==> src/rtl/os_ctrl_pkg.sv <==
// Shared definitions for the output-stationary core controller: FSM states,
// bit positions inside the 36-bit core instruction word and its idle value.
package os_ctrl_pkg;

    typedef enum logic [2:0] {
        S_IDLE,
        S_ACT_L0,
        S_W_FIFO,
        S_EXEC,
        S_FLUSH,
        S_DRAIN,
        S_OFIFO_WAIT,
        S_PMEM_WR
    } state_t;

    localparam int INST_W    = 36;
    localparam int A_FIELD_W = 11;

    localparam int B_OUT_EN   = 35;
    localparam int B_MODE     = 34;
    localparam int B_ACC      = 33;
    localparam int B_CEN_P    = 32;
    localparam int B_WEN_P    = 31;
    localparam int B_AP_LO    = 20;
    localparam int B_CEN_X    = 19;
    localparam int B_WEN_X    = 18;
    localparam int B_AX_LO    = 7;
    localparam int B_OFIFO_RD = 6;
    localparam int B_IFIFO_WR = 5;
    localparam int B_IFIFO_RD = 4;
    localparam int B_L0_RD    = 3;
    localparam int B_L0_WR    = 2;
    localparam int B_EXEC     = 1;
    localparam int B_LOAD     = 0;

    // Idle word: mode=1, both memories deselected and write-disabled,
    // every strobe and address field zero.
    localparam logic [INST_W-1:0] INST_DEF = 36'h5800C0000;

endpackage

==> src/rtl/os_addr_gen.sv <==
// Address counter shared by the memory-streaming phases: loads a base,
// then holds or steps up/down by one each cycle. The next value is exposed
// so the caller can register it into the instruction word in the same cycle.
module os_addr_gen #(
    parameter int ADDR_W = 11
) (
    input  logic              clk,
    input  logic              reset,
    input  logic              load_i,
    input  logic [ADDR_W-1:0] base_i,
    input  logic              step_i,
    input  logic              down_i,
    output logic [ADDR_W-1:0] addr_nxt_o
);

    logic [ADDR_W-1:0] addr_q, addr_d;

    // Load has priority over stepping; arithmetic wraps at ADDR_W bits.
    always_comb begin
        addr_d = addr_q;
        if (load_i)
            addr_d = base_i;
        else if (step_i)
            addr_d = down_i ? addr_q - ADDR_W'(1) : addr_q + ADDR_W'(1);
    end

    // Address register.
    always_ff @(posedge clk) begin
        if (reset) addr_q <= '0;
        else       addr_q <= addr_d;
    end

    assign addr_nxt_o = addr_d;

endmodule

==> src/rtl/os_core_ctrl.sv <==
// Sequencer for the output-stationary PE core: per input channel it fills L0
// with activations, the IFIFO with weights, executes and flushes the array,
// then drains the OFIFO rows into pmem. The instruction word is computed from
// the next state so the registered inst always matches the current state.
module os_core_ctrl
    import os_ctrl_pkg::*;
#(
    parameter int              ROW    = 8,
    parameter int              ADDR_W = 11,
    parameter logic [ADDR_W-1:0] W_BASE = ADDR_W'('h400)
) (
    input  logic              clk,
    input  logic              reset,
    input  logic              start,
    input  logic [3:0]        cfg_ic,
    input  logic [7:0]        cfg_nij,
    input  logic [7:0]        cfg_kij,
    input  logic [7:0]        cfg_onij,
    input  logic              ofifo_valid,
    output logic [INST_W-1:0] inst,
    output logic              busy,
    output logic              done
);

    // Wide enough for 255+1 phase cycles and for the flush length.
    localparam int CW = ($clog2(2*ROW) > 9) ? $clog2(2*ROW) : 9;
    localparam logic [CW-1:0] FLUSH_LAST = CW'(2*ROW-2);

    state_t            state_q, state_d;
    logic [CW-1:0]     cnt_q, cnt_d;
    logic [3:0]        ic_q, ic_d;
    logic [3:0]        cfg_ic_q, cfg_ic_d;
    logic [7:0]        cfg_nij_q, cfg_nij_d;
    logic [7:0]        cfg_kij_q, cfg_kij_d;
    logic [7:0]        cfg_onij_q, cfg_onij_d;
    logic [INST_W-1:0] inst_q, inst_d;
    logic              busy_q, busy_d;
    logic              done_q, done_d;

    logic              ag_load, ag_step, ag_down;
    logic [ADDR_W-1:0] ag_base, ag_addr;
    logic [CW-1:0]     nij_c, kij_c, onij_c;

    // Configuration is captured only when a run is accepted.
    always_comb begin
        cfg_ic_d   = cfg_ic_q;
        cfg_nij_d  = cfg_nij_q;
        cfg_kij_d  = cfg_kij_q;
        cfg_onij_d = cfg_onij_q;
        if (state_q == S_IDLE && start) begin
            cfg_ic_d   = cfg_ic;
            cfg_nij_d  = cfg_nij;
            cfg_kij_d  = cfg_kij;
            cfg_onij_d = cfg_onij;
        end
    end

    assign nij_c  = CW'(cfg_nij_d);
    assign kij_c  = CW'(cfg_kij_d);
    assign onij_c = CW'(cfg_onij_d);

    // Next state, phase cycle counter and channel index.
    always_comb begin
        state_d = state_q;
        cnt_d   = cnt_q + CW'(1);
        ic_d    = ic_q;
        case (state_q)
            S_IDLE: begin
                cnt_d = '0;
                if (start) begin
                    state_d = S_ACT_L0;
                    ic_d    = '0;
                end
            end
            S_ACT_L0:
                if (cnt_q == nij_c) begin state_d = S_W_FIFO; cnt_d = '0; end
            S_W_FIFO:
                if (cnt_q == kij_c) begin state_d = S_EXEC; cnt_d = '0; end
            S_EXEC:
                if (cnt_q == nij_c + CW'(1)) begin state_d = S_FLUSH; cnt_d = '0; end
            S_FLUSH:
                if (cnt_q == FLUSH_LAST) begin
                    cnt_d   = '0;
                    ic_d    = ic_q + 4'd1;
                    state_d = ({1'b0, ic_q} + 5'd1 < {1'b0, cfg_ic_q}) ? S_ACT_L0 : S_DRAIN;
                end
            S_DRAIN:
                if (cnt_q == onij_c) begin state_d = S_OFIFO_WAIT; cnt_d = '0; end
            S_OFIFO_WAIT: begin
                cnt_d = '0;
                if (ofifo_valid) state_d = S_PMEM_WR;
            end
            S_PMEM_WR:
                if (cnt_q == onij_c) begin state_d = S_IDLE; cnt_d = '0; end
            default: begin
                state_d = S_IDLE;
                cnt_d   = '0;
            end
        endcase
    end

    // Address sequencing: activations at ic*nij, weights at W_BASE+ic*kij,
    // pmem rows written from onij-1 downward one cycle behind ofifo_rd.
    always_comb begin
        ag_load = 1'b0;
        ag_step = 1'b0;
        ag_down = 1'b0;
        ag_base = '0;
        case (state_d)
            S_ACT_L0: begin
                ag_base = ADDR_W'(ic_d) * ADDR_W'(cfg_nij_d);
                ag_load = (cnt_d == '0);
                ag_step = (cnt_d != '0);
            end
            S_W_FIFO: begin
                ag_base = W_BASE + ADDR_W'(ic_d) * ADDR_W'(cfg_kij_d);
                ag_load = (cnt_d == '0);
                ag_step = (cnt_d != '0);
            end
            S_PMEM_WR: begin
                ag_base = ADDR_W'(cfg_onij_d) - ADDR_W'(1);
                ag_load = (cnt_d == '0);
                ag_step = (cnt_d > CW'(1));
                ag_down = 1'b1;
            end
            default: ;
        endcase
    end

    os_addr_gen #(.ADDR_W(ADDR_W)) u_addr_gen (
        .clk        (clk),
        .reset      (reset),
        .load_i     (ag_load),
        .base_i     (ag_base),
        .step_i     (ag_step),
        .down_i     (ag_down),
        .addr_nxt_o (ag_addr)
    );

    // Instruction word for the state being entered; SRAM read data lands one
    // cycle after its address, so the write strobes lag by one cycle.
    always_comb begin
        inst_d = INST_DEF;
        case (state_d)
            S_ACT_L0: begin
                inst_d[B_CEN_X] = !(cnt_d < nij_c);
                inst_d[B_AX_LO +: A_FIELD_W] = A_FIELD_W'(ag_addr);
                inst_d[B_L0_WR] = (cnt_d != '0);
            end
            S_W_FIFO: begin
                inst_d[B_CEN_X] = !(cnt_d < kij_c);
                inst_d[B_AX_LO +: A_FIELD_W] = A_FIELD_W'(ag_addr);
                inst_d[B_IFIFO_WR] = (cnt_d != '0);
            end
            S_EXEC: begin
                inst_d[B_L0_RD]    = 1'b1;
                inst_d[B_IFIFO_RD] = 1'b1;
                inst_d[B_EXEC]     = (cnt_d < nij_c);
            end
            S_DRAIN:
                inst_d[B_OUT_EN] = 1'b1;
            S_PMEM_WR: begin
                inst_d[B_OFIFO_RD] = (cnt_d < onij_c);
                inst_d[B_CEN_P]    = (cnt_d == '0);
                inst_d[B_WEN_P]    = (cnt_d == '0);
                inst_d[B_AP_LO +: A_FIELD_W] = A_FIELD_W'(ag_addr);
            end
            default: ;
        endcase
        busy_d = (state_d != S_IDLE);
        done_d = (state_d == S_PMEM_WR) && (cnt_d == onij_c);
    end

    // State and output registers.
    always_ff @(posedge clk) begin
        if (reset) begin
            state_q    <= S_IDLE;
            cnt_q      <= '0;
            ic_q       <= '0;
            cfg_ic_q   <= '0;
            cfg_nij_q  <= '0;
            cfg_kij_q  <= '0;
            cfg_onij_q <= '0;
            inst_q     <= INST_DEF;
            busy_q     <= 1'b0;
            done_q     <= 1'b0;
        end else begin
            state_q    <= state_d;
            cnt_q      <= cnt_d;
            ic_q       <= ic_d;
            cfg_ic_q   <= cfg_ic_d;
            cfg_nij_q  <= cfg_nij_d;
            cfg_kij_q  <= cfg_kij_d;
            cfg_onij_q <= cfg_onij_d;
            inst_q     <= inst_d;
            busy_q     <= busy_d;
            done_q     <= done_d;
        end
    end

    assign inst = inst_q;
    assign busy = busy_q;
    assign done = done_q;

endmodule
==> config.mk <==
export PLATFORM = sky130hd
export DESIGN_NAME = os_core_ctrl
export DESIGN_NICKNAME = d
export VERILOG_FILES = /design/src/rtl/os_ctrl_pkg.sv /design/src/rtl/os_addr_gen.sv /design/src/rtl/os_core_ctrl.sv
export SDC_FILE = /design/constraint.sdc
export NUM_CORES = 1
export LEC_CHECK = 0
export ABC_AREA = 0
export CORE_AREA = 2 2 112 114
export CTS_CLUSTER_SIZE = 30
export DETAILED_ROUTE_END_ITERATION = 8
export DIE_AREA = 0 0 114 116
export GPL_TIMING_DRIVEN = 0
export PLACE_DENSITY_LB_ADDON = 0.08
export SLEW_MARGIN = 30
export SYNTH_ARGS = -nofsm -noshare
export SYNTH_HDL_FRONTEND = slang
export SYNTH_SLANG_ARGS = --single-unit
==> constraint.sdc <==
create_clock -name clk -period 19.2 [get_ports clk]
set_clock_uncertainty 0.05 [all_clocks]
set_input_delay 3.84 -clock clk [delete_from_list [all_inputs] [get_ports clk]]
set_output_delay 3.84 -clock clk [all_outputs]
set_load 0.005 [all_outputs]
==> results of run 1 <==
==> tightest hold or removal path: stages (launching register included) <==
cell     delay, ps
dfxtp_1        310
nand2_1         50
a21oi_1         50
==> cell families after synthesis <==
group,Yosys count,synth area share
and+or+nand+nor,379,0.2519
AOI/OAI and AO/OA,165,0.1520
buffers and inverters,132,0.07187
adders and majority gates,99,0.1879
DFF,87,0.2295
xor gates and xnor gates,67,0.07831
muxes,20,0.02753
other,2,0.0009895
==> area by class of cell <==
| type | count | area [um2] | area share |
|---|---|---|---|
| clock inverters | 6 | 93.84 | 0.01073 |
| multi-input cells | 734 | 5316 | 0.6078 |
| inverters | 82 | 307.8 | 0.03519 |
| repair buffers | 64 | 640.6 | 0.07324 |
| flip-flops and latches | 87 | 1742 | 0.1991 |
| plain buffers | 50 | 237.7 | 0.02718 |
| clock buffers | 9 | 225.2 | 0.02575 |
| well taps | 147 | 183.9 | 0.02103 |
==> synth_stat cells, drive strengths merged (21+ instances only) <==
library cell,instances,area share
o21ai,30,0.020
dfxtp,87,0.23
fa,25,0.066
buf,24,0.018
nor3,25,0.016
clkbuf,26,0.013
ha,74,0.12
a21oi,44,0.029
xnor2,47,0.055
nand2,95,0.047
nand2b,21,0.017
nor2,132,0.067
inv,82,0.041
==> power by group <==
part / total [uW] / switching (uW) / internal (uW)
logic: 154 / 98.3 / 55.4
clock network: 192 / 77.2 / 114
registers: 195 / 5.96 / 189
total: 541 / 181 / 359
==> placed cells by master (no fill, tap or decap), types with 12 or more instances in the layout <==
master           instances
clkbuf_1                26
nand2b_1                21
inv_1                   81
nand4_1                 12
nand3_1                 16
xor2_1                  20
nand2_1                 95
fa_1                    25
mux2i_1                 16
o21ai_0                 27
xnor2_1                 46
nor2_1                 130
a21oi_1                 44
nor3_1                  25
nor2b_1                 16
ha_1                    74
dfxtp_1                 87
clkdlybuf4s50_1         64
==> path summary, 6_finish.rpt <==
path	startpoint	endpoint	slack, ps	cells past startpoint
min reg2reg	cfg_ic_q[1]	cfg_ic_q[1]	410	2
max	start	u_addr_gen.addr_q[10]	8710	24
max reg2reg	cnt_q[0]	inst[16]	11870	30
min	cfg_ic_q[1]	cfg_ic_q[1]	410	2
==> sequential cells by signal, indices dropped and copies added, names as in the netlist, 3 cells and up <==
| signal | flops |
|---|---|
| cfg_ic_q | 4 |
| cfg_kij_q | 8 |
| cfg_nij_q | 8 |
| cfg_onij_q | 8 |
| cnt_q | 9 |
| ic_q | 4 |
| inst | 30 |
| state_q | 3 |
| u_addr_gen.addr_q | 11 |
==> routing by layer <==
layer,track usage,vias up,wire length (um)
met5,0,-,0
met4,0.1813,0,1107
met3,0.06328,82,1595
met2,0.5770,329,10210
met1,0.4493,3389,9363
li1,-,3404,-
==> metrics by stage <==
step                hold WS [ps]  total power (uW)  instances
floorplan                  383.6             297.1        953
global placement           394.2             345.7       1164
detailed placement         407.9             347.4       1164
CTS                        421.4             537.4       1179
global route               430.4             561.2       1179
finish                     413.5             540.7       1179
==> impl_metrics.prom, run 1 <==
# TYPE chip_impl_metric gauge
chip_impl_info{name="status",value="finished, final reports clean"} 1
chip_impl_metric{name="num_antenna_cells",unit=""} 0
chip_impl_metric{name="critical_path_peak_fanout",unit=""} 10
chip_impl_info{name="clock-root-buffer",value="clkbuf_16"} 1
chip_impl_metric{name="netlist_area",unit="mm2"} 0.007590
chip_impl_metric{name="setup-tns-final",unit="ps"} 0
chip_impl_metric{name="rows",unit=""} 40
chip_impl_metric{name="cts-buffers-inserted",unit=""} 9
chip_impl_metric{name="clock-sinks",unit=""} 87
chip_impl_metric{name="numPortBuffers",unit=""} 64
chip_impl_info{name="hp-class",value="flop to flop"} 1
chip_impl_metric{name="hpwl",unit="mm"} 17.32
chip_impl_info{name="critPathKind",value="input pin to flop"} 1
chip_impl_metric{name="post_cts_hold_buffer_count",unit=""} 0
chip_impl_metric{name="timing.critical_path.arrival",unit="ps"} 10640
chip_impl_metric{name="grt_pass1_vias",unit=""} 7235
chip_impl_metric{name="non_filler_cell_area_final",unit="mm2"} 0.008747
chip_impl_info{name="critical_path.most_common_cell",value="nand2_1"} 1
chip_impl_metric{name="layout-drive-gt1-share",unit=""} 0.06202
chip_impl_metric{name="cts.reportedPaths.clkPinSlew",unit="ps"} 60
chip_impl_metric{name="grtUsageTotal",unit=""} 0.3528
chip_impl_metric{name="final_core_utilization",unit=""} 0.7343
chip_impl_metric{name="report.final.hold_viol_count",unit=""} 0
chip_impl_metric{name="flow.area_growth_from_synthesis",unit="%"} 15.25
chip_impl_metric{name="postCtsSetupBuffers",unit=""} 0
chip_impl_metric{name="synth-seq-cells",unit=""} 87
chip_impl_metric{name="design.die.area",unit="mm2"} 0.01322
chip_impl_metric{name="finalWorstPathRequiredPeriod",unit="ps"} 10490
chip_impl_metric{name="clock_latency_of_the_later_clocked_register_in_the_worst_skew_pair",unit="ps"} 350
chip_impl_metric{name="max_freq",unit="MHz"} 95.35
chip_impl_metric{name="final.setup.worst_slack",unit="ps"} 8713
chip_impl_metric{name="gr-total-overflow",unit=""} 0
chip_impl_metric{name="antenna_found_initial",unit=""} 0
chip_impl_metric{name="deepest_clock_path_buffer_count",unit=""} 2
chip_impl_metric{name="ant_nets",unit=""} 0
chip_impl_metric{name="critPathMaxStageDelay",unit="ps"} 630
chip_impl_metric{name="final_setup_violation_count",unit=""} 0
chip_impl_metric{name="postSynthAreaPerCell",unit="um2"} 7.981
chip_impl_metric{name="clock_tree.htree_level_count",unit=""} 3
chip_impl_info{name="unrepaired_setup_endpoints_after_global_routing",value="no"} 1
chip_impl_metric{name="detail_route.iter0.violations",unit=""} 670
chip_impl_metric{name="max_slew.worst_pin.slew",unit="ps"} 957.7
chip_impl_info{name="critical_path.startpoint_type",value="input pin"} 1
chip_impl_info{name="synth_ff_type",value="dfxtp_1"} 1
chip_impl_metric{name="synth_async_sr_flop_share",unit=""} 0
chip_impl_metric{name="synth-edff-count",unit=""} 0
chip_impl_info{name="timing.critical_path.max_delay_family",value="buffers and inverters"} 1
chip_impl_metric{name="chipWidth",unit="um"} 114
chip_impl_metric{name="vdd_ir_drop_max",unit="uV"} 66.77
chip_impl_metric{name="min_period_over_period",unit=""} 0.5462
chip_impl_metric{name="final-max-slew-violation-count",unit=""} 0
chip_impl_metric{name="core-area",unit="mm2"} 0.01191
chip_impl_metric{name="layout.nets",unit=""} 1159
chip_impl_metric{name="drt-total-wl",unit="mm"} 22.27
chip_impl_info{name="crit_chain",value="clkdlybuf4s50_1 > nor4b_4 > buf_2 > buf_2 > buf_1 > clkbuf_1 > nand2_1 > nand2_1 > nand2_1 > fa_1 > inv_1 > fa_1 > ha_1 > nor2b_1 > o21ai_0 > a21boi_0 > o21ai_0 > a21boi_0 > o21a_1 > or3_1 > a31oi_1 > nand4b_1 > o41ai_1 > nor4b_1"} 1
chip_impl_metric{name="gp_routability_congestion",unit=""} 0.9968
chip_impl_metric{name="powerDensity",unit="mW/mm2"} 61.82
chip_impl_metric{name="ys_types",unit=""} 84
chip_impl_metric{name="layout.filler_cells",unit=""} 992
chip_impl_metric{name="grt_start_max_net_pins",unit=""} 16
chip_impl_metric{name="cp.required",unit="ps"} 19360
chip_impl_metric{name="synthCells",unit=""} 951
chip_impl_metric{name="yosysSeqAreaShare",unit=""} 0.2295
chip_impl_metric{name="drcViolationCount",unit=""} 0
chip_impl_metric{name="dr.pass1.iters",unit=""} 7
chip_impl_metric{name="wl_per_cell",unit="um"} 18.89
chip_impl_metric{name="ys.warnings.count",unit=""} 0
chip_impl_metric{name="placed_cell_area",unit="mm2"} 0.008428
chip_impl_metric{name="place_ws",unit="ps"} 8454
chip_impl_metric{name="number_of_violations_of_the_max_capacitance_limit",unit=""} 0
chip_impl_metric{name="vias",unit=""} 7204
chip_impl_metric{name="grt_pass1_wl",unit="mm"} 36.18
chip_impl_metric{name="initial_core_util",unit=""} 0.6372
chip_impl_metric{name="maxSlewHeadroom",unit=""} 0.3525
chip_impl_metric{name="routed_via_density",unit=""} 6.110
chip_impl_metric{name="timing.critical_path.buf_inv",unit=""} 6
chip_impl_metric{name="leakage",unit="uW"} 0.003789
chip_impl_info{name="crit_path_end_kind",value="flop"} 1
chip_impl_metric{name="cts_resized",unit=""} 0
chip_impl_metric{name="io-pin-count",unit=""} 70
chip_impl_info{name="worst_path_max_delay_cell",value="buf_1"} 1
chip_impl_metric{name="fp.dieH",unit="um"} 116
chip_impl_info{name="tritoncts",value="built"} 1
No activity file was read; power rests on OpenSTA's default activity.
==> inputs of run 2 (changes only) <==
Settings changed: CORE_AREA 2 2 112 114 to 2 2 122 124, DIE_AREA 0 0 114 116 to 0 0 124 126.
Clock period 19.2 ns to 8.68 ns, I/O delays scaled along.
==> run 2 against run 1 <==
Effect of this change:
- die area rose by 18%
- register-to-register slack got worse by 10000 ps
- clock-buffer cell count rose by 1
- total power rose by 110%
- combinational power rose by 120%
- cell count rose by 3.1%
- setup slack got worse by 7900 ps
- flip-flop and latch count did not move
- largest cell class unchanged
==> impl_metrics.prom, run 2 (synthesis results as in run 1) <==
# TYPE chip_impl_metric gauge
chip_impl_info{name="status",value="finished, final reports clean"} 1
chip_impl_info{name="clock-root-buffer",value="clkbuf_16"} 1
chip_impl_metric{name="final_setup_violation_count",unit=""} 0
chip_impl_metric{name="max_freq",unit="MHz"} 126.7
chip_impl_metric{name="final_core_utilization",unit=""} 0.6126
chip_impl_metric{name="layout-drive-gt1-share",unit=""} 0.06395
chip_impl_metric{name="grt_use_met2",unit=""} 0.4522
chip_impl_metric{name="hpwl",unit="mm"} 17.40
chip_impl_metric{name="flow.area_growth_from_synthesis",unit="%"} 15.53
chip_impl_metric{name="leakage",unit="uW"} 0.003773
chip_impl_metric{name="number_of_violations_of_the_max_capacitance_limit",unit=""} 0
chip_impl_metric{name="drcViolationCount",unit=""} 0
chip_impl_metric{name="vias",unit=""} 6929
chip_impl_metric{name="antenna_found_initial",unit=""} 0
chip_impl_metric{name="grt_use_met1",unit=""} 0.3909
chip_impl_metric{name="footprint_of_the_multi_input_gates",unit="mm2"} 0.005323
chip_impl_metric{name="cts_resized",unit=""} 0
chip_impl_metric{name="finalWorstPathRequiredPeriod",unit="ps"} 7893
chip_impl_metric{name="core-area",unit="mm2"} 0.01431
chip_impl_metric{name="drt-total-wl",unit="mm"} 21.83
chip_impl_metric{name="setup-tns-final",unit="ps"} 0
chip_impl_metric{name="num_antenna_cells",unit=""} 0
chip_impl_info{name="timing.critical_path.max_delay_family",value="compound AO/OA/AOI/OAI gates"} 1
chip_impl_metric{name="gp_routability_congestion",unit=""} 0.9535
chip_impl_metric{name="clock-sinks",unit=""} 87
chip_impl_metric{name="rows",unit=""} 44
chip_impl_metric{name="detail_route.iter0.violations",unit=""} 584
chip_impl_metric{name="cts.reportedPaths.clkPinSlew",unit="ps"} 70
chip_impl_metric{name="grt_pass1_vias",unit=""} 6558
chip_impl_metric{name="layout.nets",unit=""} 1158
chip_impl_metric{name="clock_latency_of_the_later_clocked_register_in_the_worst_skew_pair",unit="ps"} 360
chip_impl_metric{name="grt_pass1_wl",unit="mm"} 34.82
chip_impl_metric{name="io-pin-count",unit=""} 70
chip_impl_metric{name="numPortBuffers",unit=""} 64
chip_impl_info{name="crit_chain",value="clkdlybuf4s50_1 > nor4b_4 > buf_2 > buf_2 > o21ai_0 > o311ai_0 > o211ai_1 > and4bb_2 > a211oi_4 > nor3b_4 > inv_1 > buf_2 > fa_1 > nor2b_1 > o21ai_0 > a21boi_0 > o21ai_0 > a21boi_0 > o21a_1 > o211ai_1 > nand2_1 > nor3_1 > o41ai_1 > nor4b_1"} 1
chip_impl_metric{name="ant_nets",unit=""} 0
chip_impl_info{name="grt.busiest_layer",value="met2"} 1
chip_impl_metric{name="post_cts_hold_buffer_count",unit=""} 0
chip_impl_metric{name="maxSlewHeadroom",unit=""} 0.3436
chip_impl_metric{name="timing.critical_path.arrival",unit="ps"} 8060
chip_impl_metric{name="place_ws",unit="ps"} 105.5
chip_impl_metric{name="wl_per_cell",unit="um"} 17.95
chip_impl_metric{name="grt_start_max_net_pins",unit=""} 17
chip_impl_metric{name="critPathMaxStageDelay",unit="ps"} 650
chip_impl_info{name="critPathKind",value="input pin to flop"} 1
chip_impl_info{name="tritoncts",value="built"} 1
chip_impl_metric{name="deepest_clock_path_buffer_count",unit=""} 2
chip_impl_info{name="most-common-layout-cells",value="nor2_1, nand2_1, dfxtp_1"} 1
chip_impl_metric{name="min_period_over_period",unit=""} 0.9093
chip_impl_metric{name="regArea",unit="mm2"} 0.001742
chip_impl_metric{name="globalRouteMet3Util",unit=""} 0.04484
chip_impl_metric{name="gr-total-overflow",unit=""} 0
chip_impl_metric{name="clock_tree.htree_level_count",unit=""} 3
chip_impl_metric{name="dr.pass1.iters",unit=""} 5
chip_impl_info{name="unrepaired_setup_endpoints_after_global_routing",value="no"} 1
chip_impl_metric{name="final-max-slew-violation-count",unit=""} 0
chip_impl_info{name="hp-class",value="flop to flop"} 1
chip_impl_metric{name="layout.filler_cells",unit=""} 1370
chip_impl_metric{name="critical_path_peak_fanout",unit=""} 19
chip_impl_metric{name="fp.dieH",unit="um"} 126
chip_impl_metric{name="initial_core_util",unit=""} 0.5302
chip_impl_metric{name="chipWidth",unit="um"} 124
chip_impl_metric{name="report.final.hold_viol_count",unit=""} 0
chip_impl_info{name="critical_path.startpoint_type",value="input pin"} 1
chip_impl_metric{name="max_slew.worst_pin.slew",unit="ps"} 975.6
chip_impl_metric{name="grtUsageTotal",unit=""} 0.2901
chip_impl_metric{name="cp.required",unit="ps"} 8840
chip_impl_metric{name="largest_register_ff_count",unit=""} 30
chip_impl_metric{name="powerDensity",unit="mW/mm2"} 131.0
chip_impl_metric{name="vdd_ir_drop_max",unit="uV"} 83.88
chip_impl_metric{name="postCtsSetupBuffers",unit=""} 0
chip_impl_info{name="layout_commonest_cell",value="nor2_1"} 1
chip_impl_metric{name="design.die.area",unit="mm2"} 0.01562
chip_impl_metric{name="cts-buffers-inserted",unit=""} 9
chip_impl_info{name="worst_path_max_delay_cell",value="nor3b_4"} 1
chip_impl_metric{name="timing.critical_path.buf_inv",unit=""} 5
chip_impl_metric{name="routed_via_density",unit=""} 5.698
chip_impl_info{name="crit_path_end_kind",value="flop"} 1
chip_impl_metric{name="final.setup.worst_slack",unit="ps"} 787.2
==> run 2: cell count changes in the layout (fill, tap and decap cells not counted), sizes merged <==
cell      before  now
buf           24   23
clkinvlp       1    2
clkbuf        35   36
clkinv         1    2
bufinv         2    0
==> run 2: routing by layer <==
| layer | wire length, um | share of wire |
|---|---|---|
| met1 | 9640 | 0.44 |
| met2 | 9818 | 0.45 |
| met4 | 1039 | 0.048 |
| met5 | 0 | 0 |
| met3 | 1332 | 0.061 |
==> run 2: where the power goes <==
group	total [uW]	switching, uW	internal [uW]
combinational	335	213	122
sequential	432	13.5	419
clock	382	176	206
total	1150	402	747
==> run 2: cell type report <==
class                   count  share of cell area
inverters                  82             0.03510
clock buffers              10             0.02725
repair buffers             64             0.07306
multi-input cells         734              0.6070
clock inverters             6            0.005993
plain buffers              49             0.02668
well taps                 184             0.02626
flip-flops and latches     87              0.1986
==> run 2: metrics by stage <==
stage                     power, uW  instance area [um2]  cells  hold slack (ps)
after global routing           1198                 8768   1216            441.3
final                          1149                 8768   1216            414.1
after detailed placement      769.6                 8474   1201            400.7
after CTS                      1148                 8766   1217            414.3
after global placement        767.0                 8468   1201            400.3
after floorplan               657.1                 7597    953            383.6
==> run 2: worst paths after layout <==
kind,startpoint,to,slack (ps),depth (start not counted)
max,start,u_addr_gen.addr_q[10],790,24
min,cfg_ic_q[2],cfg_ic_q[2],410,2
max reg2reg,cnt_q[0],inst[16],1410,29
min reg2reg,cfg_ic_q[2],cfg_ic_q[2],410,2
==> run 2: worst min-delay path, cell delays in order (launching register included) <==
cell and delay [ps]:
dfxtp_1 310, nand2_1 50, a21oi_1 50
==> inputs of run 3 (changes only) <==
Settings changed: CTS_CLUSTER_DIAMETER set to 60, SLEW_MARGIN 30 to 20.
==> run 3 against run 2 <==
Effect of this change:
- cell count hardly changed
- design area hardly changed
- non-clock buffer count is 1 higher
- utilization hardly changed
- first-iteration DRC count is 9.1% higher
- fmax is 4.3% lower
- combinational power hardly changed
- sequential share of layout area hardly changed
- largest power group unchanged
- highest routed layer unchanged
==> impl_metrics.prom, run 3 (synthesis results as in run 1) <==
# TYPE chip_impl_metric gauge
chip_impl_metric{name="cts-buffers-inserted",unit=""} 9
chip_impl_metric{name="power.combinational.fraction",unit=""} 0.292
chip_impl_metric{name="min_period_over_period",unit=""} 0.9498
chip_impl_metric{name="drt-total-wl",unit="mm"} 21.98
chip_impl_metric{name="finalWorstPathRequiredPeriod",unit="ps"} 8244
chip_impl_metric{name="grtUsageTotal",unit=""} 0.2869
chip_impl_metric{name="maxSlewHeadroom",unit=""} 0.2872
chip_impl_info{name="hp-class",value="flop to flop"} 1
chip_impl_metric{name="globalRouteMet3Util",unit=""} 0.04710
chip_impl_metric{name="core-area",unit="mm2"} 0.01431
chip_impl_metric{name="chipWidth",unit="um"} 124
chip_impl_metric{name="max_freq",unit="MHz"} 121.3
chip_impl_info{name="unrepaired_setup_endpoints_after_global_routing",value="no"} 1
chip_impl_metric{name="drcViolationCount",unit=""} 0
chip_impl_metric{name="report.final.hold_viol_count",unit=""} 0
chip_impl_metric{name="vdd_ir_drop_max",unit="uV"} 93.78
chip_impl_metric{name="grt_use_met1",unit=""} 0.3870
chip_impl_metric{name="switchingPower",unit="uW"} 404.6
chip_impl_metric{name="instances_no_fill",unit=""} 1217
chip_impl_metric{name="pwr-share-seq",unit=""} 0.375
chip_impl_metric{name="max_slew.worst_pin.slew",unit="ps"} 1054
chip_impl_metric{name="rows",unit=""} 44
chip_impl_metric{name="timing.critical_path.arrival",unit="ps"} 8410
chip_impl_metric{name="vias",unit=""} 6997
chip_impl_metric{name="antenna_found_initial",unit=""} 0
chip_impl_metric{name="final_setup_violation_count",unit=""} 0
chip_impl_metric{name="num_antenna_cells",unit=""} 0
chip_impl_metric{name="routed_via_density",unit=""} 5.749
chip_impl_metric{name="deepest_clock_path_buffer_count",unit=""} 2
chip_impl_metric{name="layout.nets",unit=""} 1159
chip_impl_metric{name="power.share.switching",unit=""} 0.3513
chip_impl_metric{name="largest_register_ff_count",unit=""} 30
chip_impl_info{name="most-common-layout-cells",value="nor2_1, nand2_1, dfxtp_1"} 1
chip_impl_metric{name="detail_route.iter0.violations",unit=""} 637
chip_impl_metric{name="clock_tree.htree_level_count",unit=""} 3
chip_impl_info{name="grt.busiest_layer",value="met2"} 1
chip_impl_metric{name="layout-drive-gt1-share",unit=""} 0.06292
chip_impl_metric{name="clock_latency_of_the_later_clocked_register_in_the_worst_skew_pair",unit="ps"} 350
chip_impl_metric{name="leakage",unit="uW"} 0.003770
chip_impl_metric{name="grt_start_max_net_pins",unit=""} 17
chip_impl_metric{name="grt_pass1_wl",unit="mm"} 34.55
chip_impl_metric{name="cts.reportedPaths.clkPinSlew",unit="ps"} 70
chip_impl_info{name="clock-root-buffer",value="clkbuf_16"} 1
chip_impl_metric{name="io-pin-count",unit=""} 70
chip_impl_metric{name="intPower",unit="uW"} 747.1
chip_impl_metric{name="cts_resized",unit=""} 0
chip_impl_metric{name="placed_cells",unit=""} 1201
chip_impl_metric{name="fp.dieH",unit="um"} 126
chip_impl_metric{name="critical_path_peak_fanout",unit=""} 10
chip_impl_metric{name="powerDensity",unit="mW/mm2"} 131.4
chip_impl_info{name="tritoncts",value="built"} 1
chip_impl_metric{name="number_of_violations_of_the_max_capacitance_limit",unit=""} 0
chip_impl_info{name="critical_path.startpoint_type",value="input pin"} 1
chip_impl_metric{name="gr-total-overflow",unit=""} 0
chip_impl_metric{name="design.die.area",unit="mm2"} 0.01562
chip_impl_metric{name="final-max-slew-violation-count",unit=""} 0
chip_impl_metric{name="post_cts_hold_buffer_count",unit=""} 0
chip_impl_info{name="crit_path_end_kind",value="flop"} 1
chip_impl_metric{name="grt_use_met2",unit=""} 0.4551
chip_impl_metric{name="dr.pass1.iters",unit=""} 7
chip_impl_metric{name="grt_pass1_vias",unit=""} 6495
chip_impl_metric{name="initial_core_util",unit=""} 0.5302
chip_impl_metric{name="flow.area_growth_from_synthesis",unit="%"} 15.48
chip_impl_info{name="critPathKind",value="input pin to flop"} 1
chip_impl_metric{name="postCtsSetupBuffers",unit=""} 0
chip_impl_metric{name="gp_routability_congestion",unit=""} 0.9535
chip_impl_info{name="status",value="finished, final reports clean"} 1
chip_impl_metric{name="p_clk_frac",unit=""} 0.332
chip_impl_metric{name="ant_nets",unit=""} 0
chip_impl_info{name="layout_commonest_cell",value="nor2_1"} 1
chip_impl_metric{name="setup-tns-final",unit="ps"} 0
chip_impl_metric{name="cp.required",unit="ps"} 8840
chip_impl_metric{name="numPortBuffers",unit=""} 64
chip_impl_metric{name="clock-sinks",unit=""} 87
chip_impl_metric{name="wl_per_cell",unit="um"} 18.06
chip_impl_metric{name="hpwl",unit="mm"} 17.37
[run 3: cell count changes in the layout (fill, tap and decap cells not counted)]
| cell | previous run | this run |
|---|---|---|
| clkinvlp_4 | 2 | 3 |
| nor4b_2 | 1 | 0 |
| nor4b_1 | 2 | 3 |
| buf_1 | 5 | 6 |
| clkinv_4 | 2 | 0 |
| inv_6 | 1 | 2 |
[run 3: metrics by stage]
stage / hold slack (ps) / power [uW] / util / area [um2] / worst slack [ps]
after global routing: 439.3 / 1198 / 0.6123 / 8765 / 3.964
after CTS: 416.4 / 1148 / 0.6119 / 8758 / 492.1
after detailed placement: 405.6 / 769.6 / 0.5916 / 8468 / 112.2
after global placement: 400.3 / 767.0 / 0.5916 / 8468 / 133.1
after floorplan: 383.6 / 657.1 / - / 7597 / 1899
final: 414.1 / 1152 / 0.6123 / 8765 / 435.6
[run 3: layout make-up]
| type | count | area (um2) |
|---|---|---|
| inverter | 82 | 307.8 |
| buffer | 50 | 237.7 |
| tap | 184 | 230.2 |
| clock inverter | 6 | 51.30 |
| fill | 1351 | 5549 |
| clock buffer | 10 | 239.0 |
| sequential | 87 | 1742 |
| multi-input combinational | 734 | 5316 |
| timing repair buffer | 64 | 640.6 |
[run 3: layer usage]
metal	up-vias	routed length [um]
met2	244	9967
met4	0	851
li1	3402	-
met3	47	1355
met1	3304	9802
met5	-	0
[run 3: power by group through the flow]
stage / Sequential, uW / Clock (uW) / Combinational, uW
after detailed placement: 441 / 0 / 329
after global routing: 434 / 403 / 361
after CTS: 432 / 386 / 330
after floorplan: 438 / 0 / 219
final: 432 / 383 / 337
after global placement: 440 / 0 / 327
[run 3: critical path: stages]
cell             delay (ps)
clkdlybuf4s50_1         500
nor4b_4                 510
buf_2                   370
buf_2                   290
buf_1                   630
clkbuf_1                460
nand2_1                 100
nand2_1                 200
nand2_1                 120
fa_1                    560
inv_1                    60
fa_1                    480
ha_1                    340
nor2b_1                 140
o21ai_0                 180
a21boi_0                140
o21ai_0                 220
a21boi_0                150
o21a_1                  190
or3_1                   340
a31oi_1                 200
nand4b_1                180
o41ai_1                 170
nor4b_1                 120
[run 3: worst paths after layout]
check                    from                     to  slack, ps  cells past startpoint
hold / removal    cfg_ic_q[2]            cfg_ic_q[2]        410                      2
setup / recovery        start  u_addr_gen.addr_q[10]        440                     24
hold reg to reg   cfg_ic_q[2]            cfg_ic_q[2]        410                      2
setup reg to reg     cnt_q[0]               inst[16]       1390                     29
